$ cat config.mk
export PLATFORM = sky130hd
export DESIGN_NAME = difftest_commit_sched_flat
export DESIGN_NICKNAME = d
export VERILOG_FILES = /design/src/rtl/difftest_commit_sched_pkg.sv /design/src/rtl/difftest_commit_sched_if.sv /design/src/rtl/difftest_commit_sched_fifo2w.sv /design/src/rtl/difftest_commit_sched.sv /design/src/flat_wrapper.sv
export SDC_FILE = /design/constraint.sdc
export NUM_CORES = 2
export LEC_CHECK = 0
export CORE_MARGIN = 2
export CORE_UTILIZATION = 40
export CTS_CLUSTER_SIZE = 40
export DETAILED_ROUTE_END_ITERATION = 16
export PLACE_DENSITY_LB_ADDON = 0.1
export SLEW_MARGIN = 5
export SYNTH_ARGS = -nofsm -noshare
export SYNTH_HDL_FRONTEND = slang
export SYNTH_HIERARCHICAL = 1
export SYNTH_SLANG_ARGS = --single-unit
$ cat constraint.sdc
create_clock -name clock -period 11.21 [get_ports clock]
set_clock_uncertainty 0.05 [all_clocks]
set_input_delay 3.363 -clock clock [delete_from_list [all_inputs] [get_ports clock]]
set_output_delay 3.363 -clock clock [all_outputs]
set_load 0.01 [all_outputs]
$ cat src/rtl/difftest_commit_sched_pkg.sv
// Shared types for the difftest commit scheduler: per-slot commit info and buffered entry.
// Latency: n/a (types and a pure helper function only).
// Backpressure: n/a.
package difftest_commit_sched_pkg;

  localparam int DIFFTEST_XLEN  = 32;
  // Storage width of the sequence tag; the scheduler's CNT_W must not exceed it.
  localparam int DIFFTEST_SEQ_W = 64;

  typedef struct packed {
    logic                     commit;
    logic                     skip;
    logic [DIFFTEST_XLEN-1:0] pc;
    logic [DIFFTEST_XLEN-1:0] inst;
  } difftest_info_t;

  typedef struct packed {
    logic [DIFFTEST_XLEN-1:0]  pc;
    logic [DIFFTEST_XLEN-1:0]  inst;
    logic                      skip;
    logic [DIFFTEST_SEQ_W-1:0] seq;
  } difftest_entry_t;

  // Build a buffered entry from one commit slot and its sequence tag.
  function automatic difftest_entry_t make_entry(input difftest_info_t info,
                                                 input logic [DIFFTEST_SEQ_W-1:0] seq);
    difftest_entry_t e;
    e.pc   = info.pc;
    e.inst = info.inst;
    e.skip = info.skip;
    e.seq  = seq;
    return e;
  endfunction

endpackage

$ cat src/rtl/difftest_commit_sched_if.sv
// Commit-side and checker-side handshake bundle of the difftest commit scheduler.
// Latency: n/a (wires only).
// Backpressure: in_ready toward the core, out_ready from the checker.
interface difftest_commit_sched_if #(
  parameter int CNT_W = 64
);
  import difftest_commit_sched_pkg::*;

  difftest_info_t [1:0]     diff_in;
  logic                     in_ready;
  logic                     out_valid;
  logic                     out_ready;
  logic [DIFFTEST_XLEN-1:0] out_pc;
  logic [DIFFTEST_XLEN-1:0] out_inst;
  logic                     out_skip;
  logic [CNT_W-1:0]         out_seq;

  // Core plus checker side: offers commits, accepts drained entries.
  modport master (
    output diff_in, out_ready,
    input  in_ready, out_valid, out_pc, out_inst, out_skip, out_seq
  );

  // Scheduler side.
  modport slave (
    input  diff_in, out_ready,
    output in_ready, out_valid, out_pc, out_inst, out_skip, out_seq
  );

endinterface

$ cat src/rtl/difftest_commit_sched_fifo2w.sv
// difftest_fifo2w: storage with up to two writes and one read per cycle, pointers and occupancy count.
// Latency: a written entry is readable from the next cycle.
// Backpressure: none internally; the caller limits wr_n to free space and only reads when count != 0.
module difftest_fifo2w
  import difftest_commit_sched_pkg::*;
#(
  parameter int DEPTH = 8
) (
  input  logic                       clock,
  input  logic                       reset_n,
  input  logic [1:0]                 wr_n,
  input  difftest_entry_t            wr_dat0,
  input  difftest_entry_t            wr_dat1,
  input  logic                       rd_en,
  output difftest_entry_t            rd_dat,
  output logic [$clog2(DEPTH):0]     count
);

  localparam int AW = $clog2(DEPTH);
  localparam int CW = AW + 1;

  difftest_entry_t mem [DEPTH];
  logic [AW-1:0]   wptr;
  logic [AW-1:0]   rptr;
  logic [AW-1:0]   wptr_p1;

  assign wptr_p1 = wptr + AW'(1);
  assign rd_dat  = mem[rptr];

  // Array writes: first entry at wptr, second (if any) right behind it; storage needs no reset.
  always_ff @(posedge clock) begin
    if (wr_n != 2'd0) mem[wptr]    <= wr_dat0;
    if (wr_n == 2'd2) mem[wptr_p1] <= wr_dat1;
  end

  // Pointer and count update; pointers wrap naturally modulo DEPTH.
  always_ff @(posedge clock or negedge reset_n) begin
    if (!reset_n) begin
      wptr  <= '0;
      rptr  <= '0;
      count <= '0;
    end else begin
      wptr  <= wptr + AW'(wr_n);
      rptr  <= rptr + AW'(rd_en);
      count <= count + CW'(wr_n) - CW'(rd_en);
    end
  end

endmodule

$ cat src/rtl/difftest_commit_sched.sv
// difftest_commit_sched: buffers up to two in-order commits per cycle, drains one tagged entry per cycle.
// Latency: an accepted commit reaches the checker output one cycle later at the earliest.
// Backpressure: in_ready needs two free entries; commits offered while it is low are dropped and set overflow.
// Optional: define DIFFTEST_ORDER_CHECK_EN to build the slot-order/duplicate-pc check driving order_err.
module difftest_commit_sched
  import difftest_commit_sched_pkg::*;
#(
  parameter int DEPTH   = 8,
  parameter int TIMEOUT = 10000,
  parameter int CNT_W   = 64
) (
  input  logic                   clock,
  input  logic                   reset_n,
  difftest_commit_sched_if.slave io,
  output logic [CNT_W-1:0]       commit_cnt,
  output logic [CNT_W-1:0]       skip_cnt,
  output logic                   timeout,
  output logic                   overflow,
  output logic                   order_err
);

  localparam int AW  = $clog2(DEPTH);
  localparam int CW  = AW + 1;
  localparam int WDW = $clog2(TIMEOUT + 1);

  difftest_info_t  slot0;
  difftest_info_t  slot1;
  logic [1:0]      n_in;
  logic            in_rdy;
  logic            accept;
  logic            out_vld;
  logic            pop;
  logic [1:0]      wr_n;
  difftest_entry_t wr_dat0;
  difftest_entry_t wr_dat1;
  difftest_entry_t head;
  logic [CW-1:0]   count;
  logic [CNT_W-1:0] seq_cnt;
  logic [CNT_W-1:0] seq_p1;
  logic [WDW-1:0]  wd_cnt;
  logic [WDW-1:0]  wd_next;

  assign slot0  = io.diff_in[0];
  assign slot1  = io.diff_in[1];
  assign n_in   = {1'b0, slot0.commit} + {1'b0, slot1.commit};

  // Only the registered count gates input, so a same-cycle pop never widens the window.
  assign in_rdy = (count <= CW'(DEPTH - 2));
  assign accept = in_rdy && (n_in != 2'd0);
  assign wr_n   = in_rdy ? n_in : 2'd0;

  // Compaction: the oldest committing slot always lands at wptr.
  assign seq_p1  = seq_cnt + CNT_W'(1);
  assign wr_dat0 = slot0.commit ? make_entry(slot0, DIFFTEST_SEQ_W'(seq_cnt))
                                : make_entry(slot1, DIFFTEST_SEQ_W'(seq_cnt));
  assign wr_dat1 = make_entry(slot1, DIFFTEST_SEQ_W'(seq_p1));

  assign out_vld = (count != '0);
  assign pop     = out_vld && io.out_ready;

  difftest_fifo2w #(
    .DEPTH (DEPTH)
  ) u_fifo (
    .clock   (clock),
    .reset_n (reset_n),
    .wr_n    (wr_n),
    .wr_dat0 (wr_dat0),
    .wr_dat1 (wr_dat1),
    .rd_en   (pop),
    .rd_dat  (head),
    .count   (count)
  );

  // Head fields are masked while empty so stale storage never shows on the bus.
  assign io.in_ready  = in_rdy;
  assign io.out_valid = out_vld;
  assign io.out_pc    = out_vld ? head.pc   : '0;
  assign io.out_inst  = out_vld ? head.inst : '0;
  assign io.out_skip  = out_vld ? head.skip : 1'b0;
  assign io.out_seq   = out_vld ? CNT_W'(head.seq) : '0;

  // Sequence tagging, pop statistics and the sticky overflow flag.
  always_ff @(posedge clock or negedge reset_n) begin
    if (!reset_n) begin
      seq_cnt    <= '0;
      commit_cnt <= '0;
      skip_cnt   <= '0;
      overflow   <= 1'b0;
    end else begin
      if (accept) seq_cnt <= seq_cnt + CNT_W'(n_in);
      if (pop) begin
        if (head.skip) skip_cnt   <= skip_cnt + CNT_W'(1);
        else           commit_cnt <= commit_cnt + CNT_W'(1);
      end
      if (!in_rdy && (n_in != 2'd0)) overflow <= 1'b1;
    end
  end

  // Watchdog next value: cleared by accepted commits, otherwise counts up and saturates.
  always_comb begin
    wd_next = wd_cnt;
    if (accept)                       wd_next = '0;
    else if (wd_cnt != WDW'(TIMEOUT)) wd_next = wd_cnt + WDW'(1);
  end

  // Watchdog counter; timeout rises on the same edge the counter reaches TIMEOUT.
  always_ff @(posedge clock or negedge reset_n) begin
    if (!reset_n) begin
      wd_cnt  <= '0;
      timeout <= 1'b0;
    end else begin
      wd_cnt <= wd_next;
      if (wd_next == WDW'(TIMEOUT)) timeout <= 1'b1;
    end
  end

`ifdef DIFFTEST_ORDER_CHECK_EN
  logic order_hit;

  assign order_hit = (in_rdy && slot1.commit && !slot0.commit) ||
                     (slot0.commit && slot1.commit && (slot1.pc == slot0.pc));

  // Sticky flag for a younger-only commit or a duplicated pc across the two slots.
  always_ff @(posedge clock or negedge reset_n) begin
    if (!reset_n)       order_err <= 1'b0;
    else if (order_hit) order_err <= 1'b1;
  end
`else
  assign order_err = 1'b0;
`endif

endmodule

$ cat src/flat_wrapper.sv
// flat-port wrapper written by rule: the top's interface ports become plain ports
module difftest_commit_sched_flat import difftest_commit_sched_pkg::*;
#(
  parameter int DEPTH   = 8,
  parameter int TIMEOUT = 10000,
  parameter int CNT_W   = 64
)
  (clock, reset_n, commit_cnt, skip_cnt, timeout, overflow, order_err, io_diff_in, io_out_ready, io_in_ready, io_out_valid, io_out_pc, io_out_inst, io_out_skip, io_out_seq);
  difftest_commit_sched_if #(.CNT_W(CNT_W)) io_i ();
  input  logic clock;
  input  logic reset_n;
  output logic [CNT_W-1:0] commit_cnt;
  output logic [CNT_W-1:0] skip_cnt;
  output logic timeout;
  output logic overflow;
  output logic order_err;
  input wire logic [$bits(io_i.diff_in)-1:0] io_diff_in;
  input wire logic [$bits(io_i.out_ready)-1:0] io_out_ready;
  output wire logic [$bits(io_i.in_ready)-1:0] io_in_ready;
  output wire logic [$bits(io_i.out_valid)-1:0] io_out_valid;
  output wire logic [$bits(io_i.out_pc)-1:0] io_out_pc;
  output wire logic [$bits(io_i.out_inst)-1:0] io_out_inst;
  output wire logic [$bits(io_i.out_skip)-1:0] io_out_skip;
  output wire logic [$bits(io_i.out_seq)-1:0] io_out_seq;
  assign io_i.diff_in = io_diff_in;
  assign io_i.out_ready = io_out_ready;
  assign io_in_ready = io_i.in_ready;
  assign io_out_valid = io_i.out_valid;
  assign io_out_pc = io_i.out_pc;
  assign io_out_inst = io_i.out_inst;
  assign io_out_skip = io_i.out_skip;
  assign io_out_seq = io_i.out_seq;
  difftest_commit_sched #(.DEPTH(DEPTH), .TIMEOUT(TIMEOUT), .CNT_W(CNT_W)) u_core (.clock(clock), .reset_n(reset_n), .io(io_i), .commit_cnt(commit_cnt), .skip_cnt(skip_cnt), .timeout(timeout), .overflow(overflow), .order_err(order_err));
endmodule
=== Yosys cells after proc, flatten, opt, wreduce, memory -nomap -nowiden ===
Memory sizes are Yosys's and may differ from the RTL's.
Cells that the tools add are included.
Widths: inputs -> output; s select.

* Bits in registers: 218
* Memory bits (writable): 1032
* Bits of input ports: 135
* Output and inout bits: 262
* Logic and storage cells: 47
* Memories kept: 1

{| class="wikitable"
|+ Memories
! name !! depth !! bits a word !! rd ports !! clocked after memory_dff !! wr ports !! RTL line !! RTL
|-
| u_core.u_fifo.mem || 8 || 129 || 1 || 0 || 2 || difftest_commit_sched_fifo2w.sv:22 || <nowiki>difftest_entry_t mem [DEPTH];</nowiki>
|}

* Add/subtract/negate cells: 11
* Magnitude comparators: 1
* Equal/unequal tests: 3
* Mux-type cells: 12
* Bitwise gates (word level): 1
* Reductions and logical operators: 9

{| class="wikitable"
|+ Operators with widths
! cell !! number
|-
| $add 64x1->64 const B || 3
|-
| $mux 129 || 1
|-
| $add 64x2->64 || 1
|-
| $mux 32 || 2
|-
| $mux 64 || 1
|-
| $mux 14 || 2
|-
| $add 14x1->14 const B || 1
|-
| $eq 14x14->1 const B || 1
|-
| $ne 14x14->1 const B || 1
|-
| $mux 1 || 5
|-
| $add 4x2->4 || 1
|-
| $le 4x3->1 const B || 1
|-
| $reduce_and 2->1 || 2
|-
| $reduce_bool 2->1 || 2
|-
| $reduce_bool 4->1 || 1
|-
| $sub 4x1->4 || 1
|-
| $add 3x1->3 || 1
|-
| $add 3x1->3 const B || 1
|-
| $add 3x2->3 || 1
|-
| $logic_and 1x1->1 || 3
|-
| $add 1x1->2 || 1
|-
| $eq 2x2->1 const B || 1
|-
| $mux 2 || 1
|-
| $logic_not 1->1 || 1
|-
| $not 1->1 || 1
|}

=== Depth between registers and ports, before layout ===
* Word-level depth: 5
* Mapped depth: 12
* Mapped depth without buffers: 9

=== Cells and area by module ===
Netlist, hierarchy kept.

{| class="wikitable"
|+ By module, submodules not included
! module !! instances !! cells each !! area an instance (um^2) !! seq. area each (um^2)
|-
| difftest_fifo2w || 1 || 2704 || 51877.3 || 31240.0
|-
| difftest_commit_sched || 1 || 1370 || 12958.7 || 5205.0
|}

=== Worst setup path before layout ===
No wires, ideal clock.

* Path kind: in2reg
* Start: in io_diff_in[65]
* End: mem u_core/u_fifo/mem[1][0] (netlist bit), enable pin
* Library setup time: 0.808 ns
* Data arrival time: 14.240 ns
* Data required time: 10.352 ns
* Setup slack: -3.887 ns
* Cell stages on the path: 7
* Buffers on the path: 2
* Path through: clkbuf_1 clkbuf_1 inv_1 ha_1 and2_1 o21ai_0 o31ai_1

{| class="wikitable"
|+ RTL lines
! element !! RTL line !! RTL
|-
| start, declared || flat_wrapper.sv:17 || <nowiki>input wire logic [$bits(io_i.diff_in)-1:0] io_diff_in;</nowiki>
|-
| end, declared || difftest_commit_sched_fifo2w.sv:22 ||
|}

==> flow_summary_export.csv <==
group,metric,value,unit
finish,post-route-util,47.1,%
power_and_ir_drop,p_sw,5.10,mW
place,place_area,71000,sq um
finish,synthToLayoutAreaGrowth,16.7,%
finish,fillers,14187,
finish,layout.nets,4576,
grt,gr-total-overflow,0,
floorplan,io_pins,397,
synthesis,async_reset_ff_share,17.4,%
critical_path,cp_data_required_time,7800,ps
floorplan,die_h,407,um
grt,track_usage,22.4,%
power_and_ir_drop,p_leak,27.7,nW
power_and_ir_drop,p_int,11.1,mW
synthesis,yosys_warnings,6,
power_and_ir_drop,clkPwrFrac,28.5,%
place,dp_slack,3030,ps
synthesis,syn-cell-area,64800,sq um
sta,clock.fmax,133,MHz
clock_network,numClockSinks,1250,
grt,grtUsageMet3,3.02,%
floorplan,die_x,407,um
route,drtIter0Drc,2568,
route,postRouteAntennaNets,0,
place,dp.cells,6429,
finish,seqCellArea,36500,sq um
power_and_ir_drop,p_per_area,215,nW/um^2
synthesis,syn_inst,4074,
route,vias_per_cell,5.60,
sta,final-max-slew-violation-count,0,
clock_network,clockBufferDepth,3,
synthesis,synth.most_common_cell,"edfxtp_1",
synthesis,synth.distinct_cells,69,
clock_network,tritoncts,"yes",
synthesis,yosysSeqAreaShare,56.2,%
critical_path,path_class,"flip-flop to output port",
synthesis,synth.net_count,4230,
critical_path,start_kind,"flip-flop",
finish,multi_input_area,27100,sq um
critical_path,worst-path-buf-inv,2,
critical_path,crit_path_max_incr_delay,1020,ps
status,status,"completed",
sta,rsz0062_at_grt,"false",
power_and_ir_drop,comb_power_share,33.9,%
place,place.gp.congestion,0.802,
sta,fin_tns_setup,0,ps
route,wirelength,186000,um
grt,antenna_found_initial,9,
worst_hold_path,hold_class,"flip-flop to flip-flop",
route,via_count,37482,
clock_network,cts_hold_buf,0,
clock_network,htree_levels,4,
sta,tightest_slew,1130,ps
grt,met1_usage,31.2,%
grt,grt_use_met2,37.2,%
power_and_ir_drop,vdd_drop_max,0.197,mV
finish,fin_area,75600,sq um
sta,hold_violations,0,
sta,slew-limit-headroom,24.8,%
sta,period_share,66.9,%
grt,grt.busiest_layer,"met2",
synthesis,avgSynthCellArea,15.9,sq um
grt,grt_max_degree,137,
finish,final_cells,6697,
power_and_ir_drop,pwr-share-seq,37.6,%
floorplan,initial_core_util,40.3,%
place,place_hpwl,101000,um
floorplan,rows,147,
synthesis,synth.top_cell.area_share,47.8,%
clock_network,cts_buffers,149,
critical_path,crit_family,"buffers and inverters",
sta,worst_slack,3710,ps
clock_network,clock-root-buffer,"clkbuf_16",
sta,holdWs,420,ps
clock_network,post_cts_buffers,0,
place,portBuffers,395,
clock_network,cts.clk_slew.worst_paths,60,ps
synthesis,synth-edff-count,1032,
synthesis,synth_common_cells,"1032 x edfxtp_1, 983 x mux2_2, 258 x mux4_2",
finish,final_layout_size_suffix_gt1_share,36.0,%
clock_network,worstSkewPairLatency,770,ps
critical_path,slowest_stage,"dfrtp_4",
grt,grt_pass1_vias,39407,
sta,post-route-min-period,7500,ps
floorplan,die_area,165000,sq um
critical_path,path_max_fanout,109,
grt,grt_pass1_wl,274000,um
clock_network,cts_resized,0,
run,cap_viol_max_count,0,
power_and_ir_drop,p_total,16.2,mW
sta,setup_viol,0,
route,first_pass_iters,6,
synthesis,ys_ff_latch,1250,
route,wire_per_inst,27.7,um
route,drc,0,
synthesis,yosys-top-cells-area,"edfxtp_1 48%, mux2_2 17%, mux4_2 9.0%",
synthesis,synth-main-ff-cell,"edfxtp_1",
critical_path,cp-end-kind,"output port",
critical_path,crit_arrival,4090,ps
critical_path,r2r_slack,6460,ps
critical_path,crit_chain,"buf_12, mux4_2, mux2_2, and2_1, clkdlybuf4s50_1",
floorplan,core_area,161000,sq um
power_and_ir_drop,switching_share,31.4,%
synthesis,synth.largest_area_cell,"edfxtp_1",
[worst reg2reg max path, stage by stage, from the launching register on]
cell and delay [ps]:
dfrtp_1 480, a31oi_1 450, and2_1 300, nor3b_1 620, nand3_4 880, o21ai_4 660, buf_12 760
[sequential cells by signal (all words and copies together), names as in the netlist]
register	cells
u_core/commit_cnt	64
u_core/overflow	1
u_core/seq_cnt	64
u_core/skip_cnt	64
u_core/timeout	1
u_core/u_fifo/count	4
u_core/u_fifo/mem	1032
u_core/u_fifo/rptr	3
u_core/u_fifo/wptr	3
u_core/wd_cnt	14
[metal layers]
layer / vias to the layer above / wire [um] / part of all wire [%]
met2: 824 / 90600 / 49
met4: 10 / 3790 / 2.0
li1: 16640 / - / -
met1: 19776 / 83500 / 45
met3: 232 / 7620 / 4.1
met5: - / 80 / 0.043
[power by group through the flow]
stage               sequential (mW)  clock (mW)  combinational [mW]
floorplan                      6.23           0                3.33
global placement               6.19           0                5.62
detailed placement             6.20           0                5.61
CTS                            6.11        4.76                5.64
global route                   6.16        4.94                5.88
finish                         6.10        4.63                5.50
[layout by cell type, fill, tap and decap left out, types with 103 or more instances in the layout]
cell type | Yosys | routed
dfrtp_1 | 218 | 215
and2_1 | 139 | 139
mux2_2 | 983 | 983
xnor2_1 | 126 | 126
nand2_1 | 107 | 103
mux4_2 | 258 | 258
clkbuf_16 | 0 | 156
edfxtp_1 | 1032 | 1032
clkdlybuf4s50_1 | 0 | 393
mux2_1 | 155 | 155
xor2_1 | 138 | 138
[cell type report]
type / instances / area share [%]
diodes: 3 / 0.00992
clock buffers: 208 / 5.51
clock inverters: 57 / 0.567
inverters: 50 / 0.248
multi-input cells: 2523 / 35.9
flip-flops and latches: 1250 / 48.2
well taps: 2160 / 3.57
repair buffers: 446 / 6.03
[cells by family (layout without fill, tap and decap cells)]
group,count (synthesis),in the layout,synth area share [%]
multiplexers,1488,1488,30.8
AO/OA/AOI/OAI,33,33,0.355
other,1,4,0.00578
adder cells (fa/ha/maj),21,21,0.440
AND/OR/NAND/NOR,714,714,6.31
buffers and inverters,301,761,2.22
flip-flops,1250,1250,56.2
XOR/XNOR,266,266,3.62
[final timing paths]
check	startpoint	endpoint	cells past startpoint
worst min register to register	u_core/skip_cnt[63]$_DFFE_PN0P_	u_core/skip_cnt[63]$_DFFE_PN0P_	1
worst max-delay path	u_core/u_fifo/rptr[2]$_DFF_PN0_	io_out_skip	5
min in group asynchronous	reset_n	u_core/skip_cnt[26]$_DFFE_PN0P_	1
max in group asynchronous	reset_n	u_core/u_fifo/rptr[1]$_DFF_PN0_	2
worst min-delay path	u_core/skip_cnt[63]$_DFFE_PN0P_	u_core/skip_cnt[63]$_DFFE_PN0P_	1
worst max register to register	u_core/u_fifo/count[1]$_DFF_PN0_	u_core/u_fifo/mem[3][31]$_DFFE_PP_	6
Note: power is estimated with default switching activity, not from simulation.
